### config.mk
export PLATFORM = sky130hd
export DESIGN_NAME = axi_lite_reg_slave
export DESIGN_NICKNAME = d
export VERILOG_FILES = /design/src/rtl/soc_axi_pkg.sv /design/src/rtl/axi_lite_reg_bank.sv /design/src/rtl/axi_lite_reg_slave.sv
export SDC_FILE = /design/constraint.sdc
export NUM_CORES = 1
export LEC_CHECK = 0
export ABC_AREA = 1
export CAP_MARGIN = 20
export CELL_PAD_IN_SITES_DETAIL_PLACEMENT = 1
export CELL_PAD_IN_SITES_GLOBAL_PLACEMENT = 1
export CORE_MARGIN = 1.5
export CORE_UTILIZATION = 40
export CTS_BUF_LIST = sky130_fd_sc_hd__clkbuf_2
export CTS_CLUSTER_DIAMETER = 80
export DETAILED_ROUTE_END_ITERATION = 16
export GPL_TIMING_DRIVEN = 0
export PLACE_DENSITY_LB_ADDON = 0.1
export SYNTH_ARGS = -nofsm -noshare
export SYNTH_HDL_FRONTEND = slang
export SYNTH_SLANG_ARGS = --single-unit
export TNS_END_PERCENT = 100
### constraint.sdc
create_clock -name g_clk -period 2.8 [get_ports g_clk]
set_input_delay 0.42 -clock g_clk [delete_from_list [all_inputs] [get_ports g_clk]]
set_output_delay 0.42 -clock g_clk [all_outputs]
set_load 0.03 [all_outputs]
### src/rtl/soc_axi_pkg.sv
// Shared AXI definitions: response codes and the byte-strobe merge used by register banks.
package soc_axi_pkg;

    typedef enum logic [1:0] {
        RESP_OKAY   = 2'b00,
        RESP_EXOKAY = 2'b01,
        RESP_SLVERR = 2'b10,
        RESP_DECERR = 2'b11
    } axi_resp_e;

    // Byte lane i of the result comes from new_val when strb[i] is set, else from old_val.
    function automatic logic [31:0] strb_merge(input logic [31:0] old_val,
                                               input logic [31:0] new_val,
                                               input logic [3:0]  strb);
        logic [31:0] merged;
        merged = old_val;
        for (int i = 0; i < 4; i++) begin
            if (strb[i]) merged[8*i +: 8] = new_val[8*i +: 8];
        end
        return merged;
    endfunction

endpackage

### src/rtl/axi_lite_reg_bank.sv
// Register array with byte-strobe writes, one-hot commit pulses and an asynchronous read mux.
module axi_lite_reg_bank
    import soc_axi_pkg::*;
#(
    parameter int          NUM_REGS    = 8,
    parameter int          IDX_W       = 3,
    parameter logic [31:0] RESET_VALUE = 32'h0
) (
    input  logic                   clk,
    input  logic                   rst_n,
    input  logic                   we,
    input  logic [IDX_W-1:0]       widx,
    input  logic [31:0]            wdata,
    input  logic [3:0]             wstrb,
    input  logic [IDX_W-1:0]       ridx,
    output logic [31:0]            rdata,
    output logic [NUM_REGS*32-1:0] reg_out,
    output logic [NUM_REGS-1:0]    reg_wr
);

    logic [31:0] regs [NUM_REGS];

    always_ff @(posedge clk or negedge rst_n) begin
        if (!rst_n) begin
            for (int i = 0; i < NUM_REGS; i++) regs[i] <= RESET_VALUE;
        end else if (we) begin
            regs[widx] <= strb_merge(regs[widx], wdata, wstrb);
        end
    end

    // Pulse marks the commit cycle, even when every strobe is clear.
    always_comb begin
        reg_wr = '0;
        if (we) reg_wr[widx] = 1'b1;
    end

    assign rdata = regs[ridx];

    for (genvar g = 0; g < NUM_REGS; g++) begin : g_flat
        assign reg_out[32*g +: 32] = regs[g];
    end

endmodule

### src/rtl/axi_lite_reg_slave.sv
// AXI4-Lite register slave: NUM_REGS 32-bit registers exported as a flat bus.
// Define AXI_LITE_REG_DECERR_EN to answer DECERR outside the BASE_ADDR window.
module axi_lite_reg_slave
    import soc_axi_pkg::*;
#(
    parameter int          NUM_REGS    = 8,
    parameter logic [31:0] BASE_ADDR   = 32'h4000_0000,
    parameter logic [31:0] RESET_VALUE = 32'h0
) (
    input  logic                   g_clk,
    input  logic                   g_resetn,
    input  logic                   awvalid,
    output logic                   awready,
    input  logic [31:0]            awaddr,
    input  logic [2:0]             awprot,
    input  logic                   wvalid,
    output logic                   wready,
    input  logic [31:0]            wdata,
    input  logic [3:0]             wstrb,
    output logic                   bvalid,
    input  logic                   bready,
    output logic [1:0]             bresp,
    input  logic                   arvalid,
    output logic                   arready,
    input  logic [31:0]            araddr,
    input  logic [2:0]             arprot,
    output logic                   rvalid,
    input  logic                   rready,
    output logic [1:0]             rresp,
    output logic [31:0]            rdata,
    output logic [NUM_REGS*32-1:0] reg_out,
    output logic [NUM_REGS-1:0]    reg_wr
);

    localparam int IDX_W = $clog2(NUM_REGS);

    // Handshakes: a transfer happens on a rising edge where valid and ready are both high;
    // a source keeps valid and its payload stable until that edge, ready may change freely.
    logic             aw_held, w_held;
    logic [IDX_W-1:0] aw_idx;
    logic             aw_bad_q;
    logic [31:0]      w_data_q;
    logic [3:0]       w_strb_q;
    logic             aw_hs, w_hs, ar_hs, commit;
    logic             aw_miss, ar_miss, aw_bad, ar_bad;
    logic [31:0]      bank_rdata;

    assign awready = !aw_held;
    assign wready  = !w_held;
    assign arready = !rvalid || rready;

    assign aw_hs  = awvalid && awready;
    assign w_hs   = wvalid && wready;
    assign ar_hs  = arvalid && arready;
    assign commit = aw_held && w_held && (!bvalid || bready);

    assign aw_miss = awaddr[31:IDX_W+2] != BASE_ADDR[31:IDX_W+2];
    assign ar_miss = araddr[31:IDX_W+2] != BASE_ADDR[31:IDX_W+2];

`ifdef AXI_LITE_REG_DECERR_EN
    assign aw_bad = aw_miss;
    assign ar_bad = ar_miss;
    logic unused_ok;
    assign unused_ok = ^{awprot, arprot, awaddr[1:0], araddr[1:0]};
`else
    // Every address aliases into the bank.
    assign aw_bad = 1'b0;
    assign ar_bad = 1'b0;
    logic unused_ok;
    assign unused_ok = ^{awprot, arprot, awaddr[1:0], araddr[1:0], aw_miss, ar_miss};
`endif

    always_ff @(posedge g_clk or negedge g_resetn) begin
        if (!g_resetn) begin
            aw_held  <= 1'b0;
            aw_idx   <= '0;
            aw_bad_q <= 1'b0;
            w_held   <= 1'b0;
            w_data_q <= '0;
            w_strb_q <= '0;
        end else begin
            // A hold can only fill while empty and only drain while full, so these never collide.
            if (aw_hs) begin
                aw_held  <= 1'b1;
                aw_idx   <= awaddr[IDX_W+1:2];
                aw_bad_q <= aw_bad;
            end else if (commit) begin
                aw_held  <= 1'b0;
            end
            if (w_hs) begin
                w_held   <= 1'b1;
                w_data_q <= wdata;
                w_strb_q <= wstrb;
            end else if (commit) begin
                w_held   <= 1'b0;
            end
        end
    end

    always_ff @(posedge g_clk or negedge g_resetn) begin
        if (!g_resetn) begin
            bvalid <= 1'b0;
            bresp  <= RESP_OKAY;
        end else if (commit) begin
            bvalid <= 1'b1;
            bresp  <= aw_bad_q ? RESP_DECERR : RESP_OKAY;
        end else if (bready) begin
            bvalid <= 1'b0;
        end
    end

    // The bank read is combinational, so a same-cycle commit is not yet visible here.
    always_ff @(posedge g_clk or negedge g_resetn) begin
        if (!g_resetn) begin
            rvalid <= 1'b0;
            rresp  <= RESP_OKAY;
            rdata  <= '0;
        end else if (ar_hs) begin
            rvalid <= 1'b1;
            rresp  <= ar_bad ? RESP_DECERR : RESP_OKAY;
            rdata  <= ar_bad ? 32'h0 : bank_rdata;
        end else if (rready) begin
            rvalid <= 1'b0;
        end
    end

    axi_lite_reg_bank #(
        .NUM_REGS    (NUM_REGS),
        .IDX_W       (IDX_W),
        .RESET_VALUE (RESET_VALUE)
    ) u_bank (
        .clk     (g_clk),
        .rst_n   (g_resetn),
        .we      (commit && !aw_bad_q),
        .widx    (aw_idx),
        .wdata   (w_data_q),
        .wstrb   (w_strb_q),
        .ridx    (araddr[IDX_W+1:2]),
        .rdata   (bank_rdata),
        .reg_out (reg_out),
        .reg_wr  (reg_wr)
    );

endmodule

# Word level (Yosys, flattened, before mapping)
# Index checks and enable logic that the tools add are counted.
[totals]
register_bits = 331
in_bits = 113
wordCells = 67
[classes]
n_lt_le_gt_ge = 5
muxes = 27
bitwise = 2
n_reduce_logical = 17
[ops]
columns = ["cell", "n"]
rows = [
  ["$bwmux W256", 1],
  ["$bmux W32 S3", 2],
  ["$mux W32", 5],
  ["$demux W32 S3", 1],
  ["$mux W8", 9],
  ["$ge A4 B4 Y1 const B", 2],
  ["$mux W1", 8],
  ["$not A3 Y4", 2],
  ["$reduce_bool A2 Y1", 4],
  ["$logic_and A1 B1 Y1", 7],
  ["$logic_not A1 Y1", 4],
  ["$lt A3 B4 Y1 const B", 1],
  ["$lt A4 B1 Y1 const B", 1],
  ["$demux W1 S3", 1],
  ["$ge A3 B1 Y1 const B", 1],
  ["$logic_or A1 B1 Y1", 2],
]

# Longest topological paths before layout
[depth]
depth_word = 7
depth_mapped = 11
depth_no_buf = 8

# Modules after synthesis
# A second synthesis with hierarchy kept.
[unflattened]
cells_unflattened = 2715
hier_area_um2 = 18697.9
[modules_own_cells]
columns = ["mod", "n_inst", "cells_each", "area_per_inst_um2", "seq_area_each_um2"]
rows = [
  ["axi_lite_reg_bank", 1, 2384, 15598.7, 6406.1],
  ["axi_lite_reg_slave", 1, 331, 3099.2, 1876.8],
]

# Least setup slack after synthesis
# No wires, ideal clock.
[synth_timing]
path_type = "reg2out"
start = "register bvalid"
end = "output port reg_wr[0]"
t_arrival_ns = 1.463
path_slack_ns = 0.917
stages_incl_launch_ff = 6
path_buffers = 2
cell_sequence = "dfrtp_1 -> nand2_1 -> nand3_1 -> buf_2 -> nor2_1 -> buf_2"
[synth_between]
elab_chain_len = 4
[synth_lines]
columns = ["item", "line_no", "source"]
rows = [
  ["from (decl)", "axi_lite_reg_slave.sv:20", "output logic bvalid,"],
  ["from (signal assigned)", "axi_lite_reg_slave.sv:102", "bvalid <= 1'b0;"],
  ["from (signal assigned)", "axi_lite_reg_slave.sv:105", "bvalid <= 1'b1;"],
  ["from (signal assigned)", "axi_lite_reg_slave.sv:108", "bvalid <= 1'b0;"],
  ["$logic_not A1 Y1", "axi_lite_reg_slave.sv:55", "assign commit = aw_held && w_held && (!bvalid || bready);"],
  ["$logic_or A1 B1 Y1", "axi_lite_reg_slave.sv:55", ""],
  ["$logic_and A1 B1 Y1", "axi_lite_reg_slave.sv:55", ""],
  ["$mux W8", "axi_lite_reg_bank.sv:34", "if (we) reg_wr[widx] = 1'b1;"],
  ["to (decl)", "axi_lite_reg_slave.sv:32", "output logic [NUM_REGS-1:0] reg_wr"],
]
# Every way passes these cells.

# Final worst setup path
[layout_timing]
start = "register bvalid"
end = "output port reg_wr[6]"
# Same word-level chain as after synthesis.

==> impl_metrics.ini <==
[run_status]
status = complete, but fails checks
violations = negative setup slack

[power_and_ir_drop]
power_density_mw_per_mm2 = 1280
p_leak_nw = 12.6
power.total_w = 0.0312
peakVddDrop_uv = 713

[grt]
gr-total-overflow = 0
grt_pass1_wl_um = 149000
grt_max_degree = 114
globalRouteTotalUtil = 0.440
first_global_vias = 22600
antenna_found_initial = 4

[placed_design]
dp_slack_ns = -0.728
place_congestion = 0.963
io_buffers = 346
placed_area_mm2 = 0.0226
dp_hpwl_um = 70100

[drt]
detail_route.wl_per_cell_um = 27.4
drt-pass1-iter-count = 6
ant_nets = 0
met3_length_um = 12600
viasPerCell = 5.89
wl_met2_um = 45500
routed_wl_um = 104000
wl_met1_um = 39400
top_layer_used = met5
drtIter0Drc = 2757
drc = 0
route.vias.total = 22300

[critical_path]
arrival_ns = 2.51
crit_type = reg -> out
slowest_stage = dfrtp_1
critPathRequiredTime_ns = 2.38
path_max_fanout = 5
end_kind = output pin
cp-start-kind = flip-flop
critPathMostFrequentCell = buf_6
rrSetupSlack_ns = 0.34
crit_chain = nand2_2 > nand3_4 > buf_12 > nor3_4 > buf_6 > buf_6
max_stage_delay_ns = 0.42

[clock_network]
numCtsBuffers = 93
cts_max_level = 3
cts_buffer_depth = 3
cts_tree = done
clkTransAtPathRegs_ns = 0.12
clock_latency_ns = 1.15
cts-root-buf = clkbuf_2
cts_sinks = 331

[floorplan]
initial_core_util = 0.404
io_pins = 418
die_w_um = 217
die-area_mm2 = 0.0470
die_h_um = 217
rows = 78
core-area_mm2 = 0.0452

[layout]
fin_util = 0.540
post-route-cell-area_mm2 = 0.0244
final_layout_size_suffix_gt1_frac = 0.114
multi_input_area_mm2 = 0.00822
area_delta_synth_final_pct = 33.7
layout.filler_cells = 5864
nets = 3230
seq_area_mm2 = 0.00829

[synth]
ys_seq_elements = 331
ys.flop_type = dfrtp_1
yosysWarnings = 0
avgSynthCellArea_um2 = 7.05
synth.distinct_cells = 21
yosys.area.top_type_share = 0.453
synthTopCellsByCount = 957 x nand2_1, 470 x nand3_1, 331 x dfrtp_1, 257 x inv_1, 87 x o21ai_0
yosysMostFrequentCell = nand2_1
async_flop_share = 1.00
synth_edf_count = 0
syn_area_mm2 = 0.0183
postSynthCellCount = 2590
synth.area.top_cells = dfrtp_1 45%, nand2_1 20%, nand3_1 13%
yosysSeqAreaShare = 0.453
synth_top_cell_by_area = dfrtp_1

[timing]
fin_skew_ns = 0.0776
report.final.slew_viol_count = 0
worst_slew_pin_slew_ns = 1.20
hold_viol = 0
fin_crit_sh = 1.05
setup_slack_ns = -0.133
hold_ws_ns = 0.0725
fin_crit_ns = 2.93
max_freq_mhz = 341
relSlewSlack = 0.198
finalSetupViolCount = 9
rsz0062_at_grt = yes

[min_path]
hp-class = in -> reg

[flow_run]
cap_violations = 0
per-layer routing:
metal | GRT usage | vias up
li1 | - | 9308
met1 | 0.557 | 11000
met2 | 0.668 | 1625
met3 | 0.128 | 413
met4 | 0.262 | 2
met5 | 0 | -
final cells by class:
class,instances,area share
flip-flops and latches,331,0.339
multi-input cells,1806,0.337
repair buffers,429,0.179
inverters,267,0.0411
plain buffers,189,0.0395
well taps,600,0.0307
clock buffers,136,0.0279
clock inverters,28,0.00548
diodes,4,0.000410
sequential cells by signal, indices dropped and copies added, names as in the netlist:
register and cells:
w_held 1, rvalid 1, aw_idx 3, aw_held 1, w_strb_q 4, rdata 32
u_bank.reg_out 256, bvalid 1, w_data_q 32
placed cells by master, fill, tap and decap left out, drive strengths merged, types with 4 or more instances in the layout:
| master | n |
|---|---|
| a21oi | 75 |
| buf | 168 |
| clkbuf | 204 |
| clkdlybuf4s50 | 330 |
| clkinv | 24 |
| conb | 4 |
| dfrtp | 331 |
| diode | 4 |
| dlygate4sd2 | 6 |
| dlygate4sd3 | 45 |
| inv | 270 |
| mux2 | 32 |
| nand2 | 957 |
| nand3 | 470 |
| nor2 | 84 |
| nor3 | 4 |
| o211ai | 53 |
| o21ai | 95 |
| or2 | 32 |
worst max-delay path, delay by kind of cell (launching register included):
kind,cells,cell delay [ns]
AND/OR/NAND/NOR,3,0.47
flip-flops,1,0.42
buffers and inverters,3,0.47
worst paths after layout:
kind                       startpoint  depth (start not counted)                   to
hold reg to reg             rdata[30]                          2            rdata[30]
hold / removal                 wvalid                          3          w_data_q[0]
setup / recovery               bvalid                          6            reg_wr[6]
setup reg to reg               rvalid                          6             rdata[8]
min in group asynchronous    g_resetn                          4             rdata[0]
max in group asynchronous    g_resetn                          5  u_bank.reg_out[206]
where the power goes:
group          switching (W)  total (W)  leakage [nW]  internal, W
clock                0.00232    0.00370         0.634      0.00138
sequential           0.00245    0.00915          4.19      0.00670
combinational         0.0122     0.0183          7.75      0.00606
total                 0.0170     0.0312          12.6       0.0141
metrics by stage:
stage,std cells,setup TNS (ns)
6_report,3790,-0.484
5_1_grt,3787,-0.582
4_1_cts,3781,-0.555
3_5_place_dp,3544,-10.00
3_3_place_gp,3539,-4508.86
2_1_floorplan,2593,0
kinds of logic after synthesis:
logic type,Yosys count,synth area share
buf+inv,456,0.100
compound gates,223,0.0684
other cells,1,0.000205
simple gates,1547,0.358
mux,32,0.0197
flops,331,0.453
repair_timing:
item                                    4_1_cts  5_1_grt
hold buffers                                 46        0
pin swaps                                    12        8
cloned                                        1        0
endpoints found under the setup margin       14        9
buffers inserted                             26        3
resized for setup                           114       11
endpoints found under the hold margin       305        0
Power figures use the tool's default switching activity.
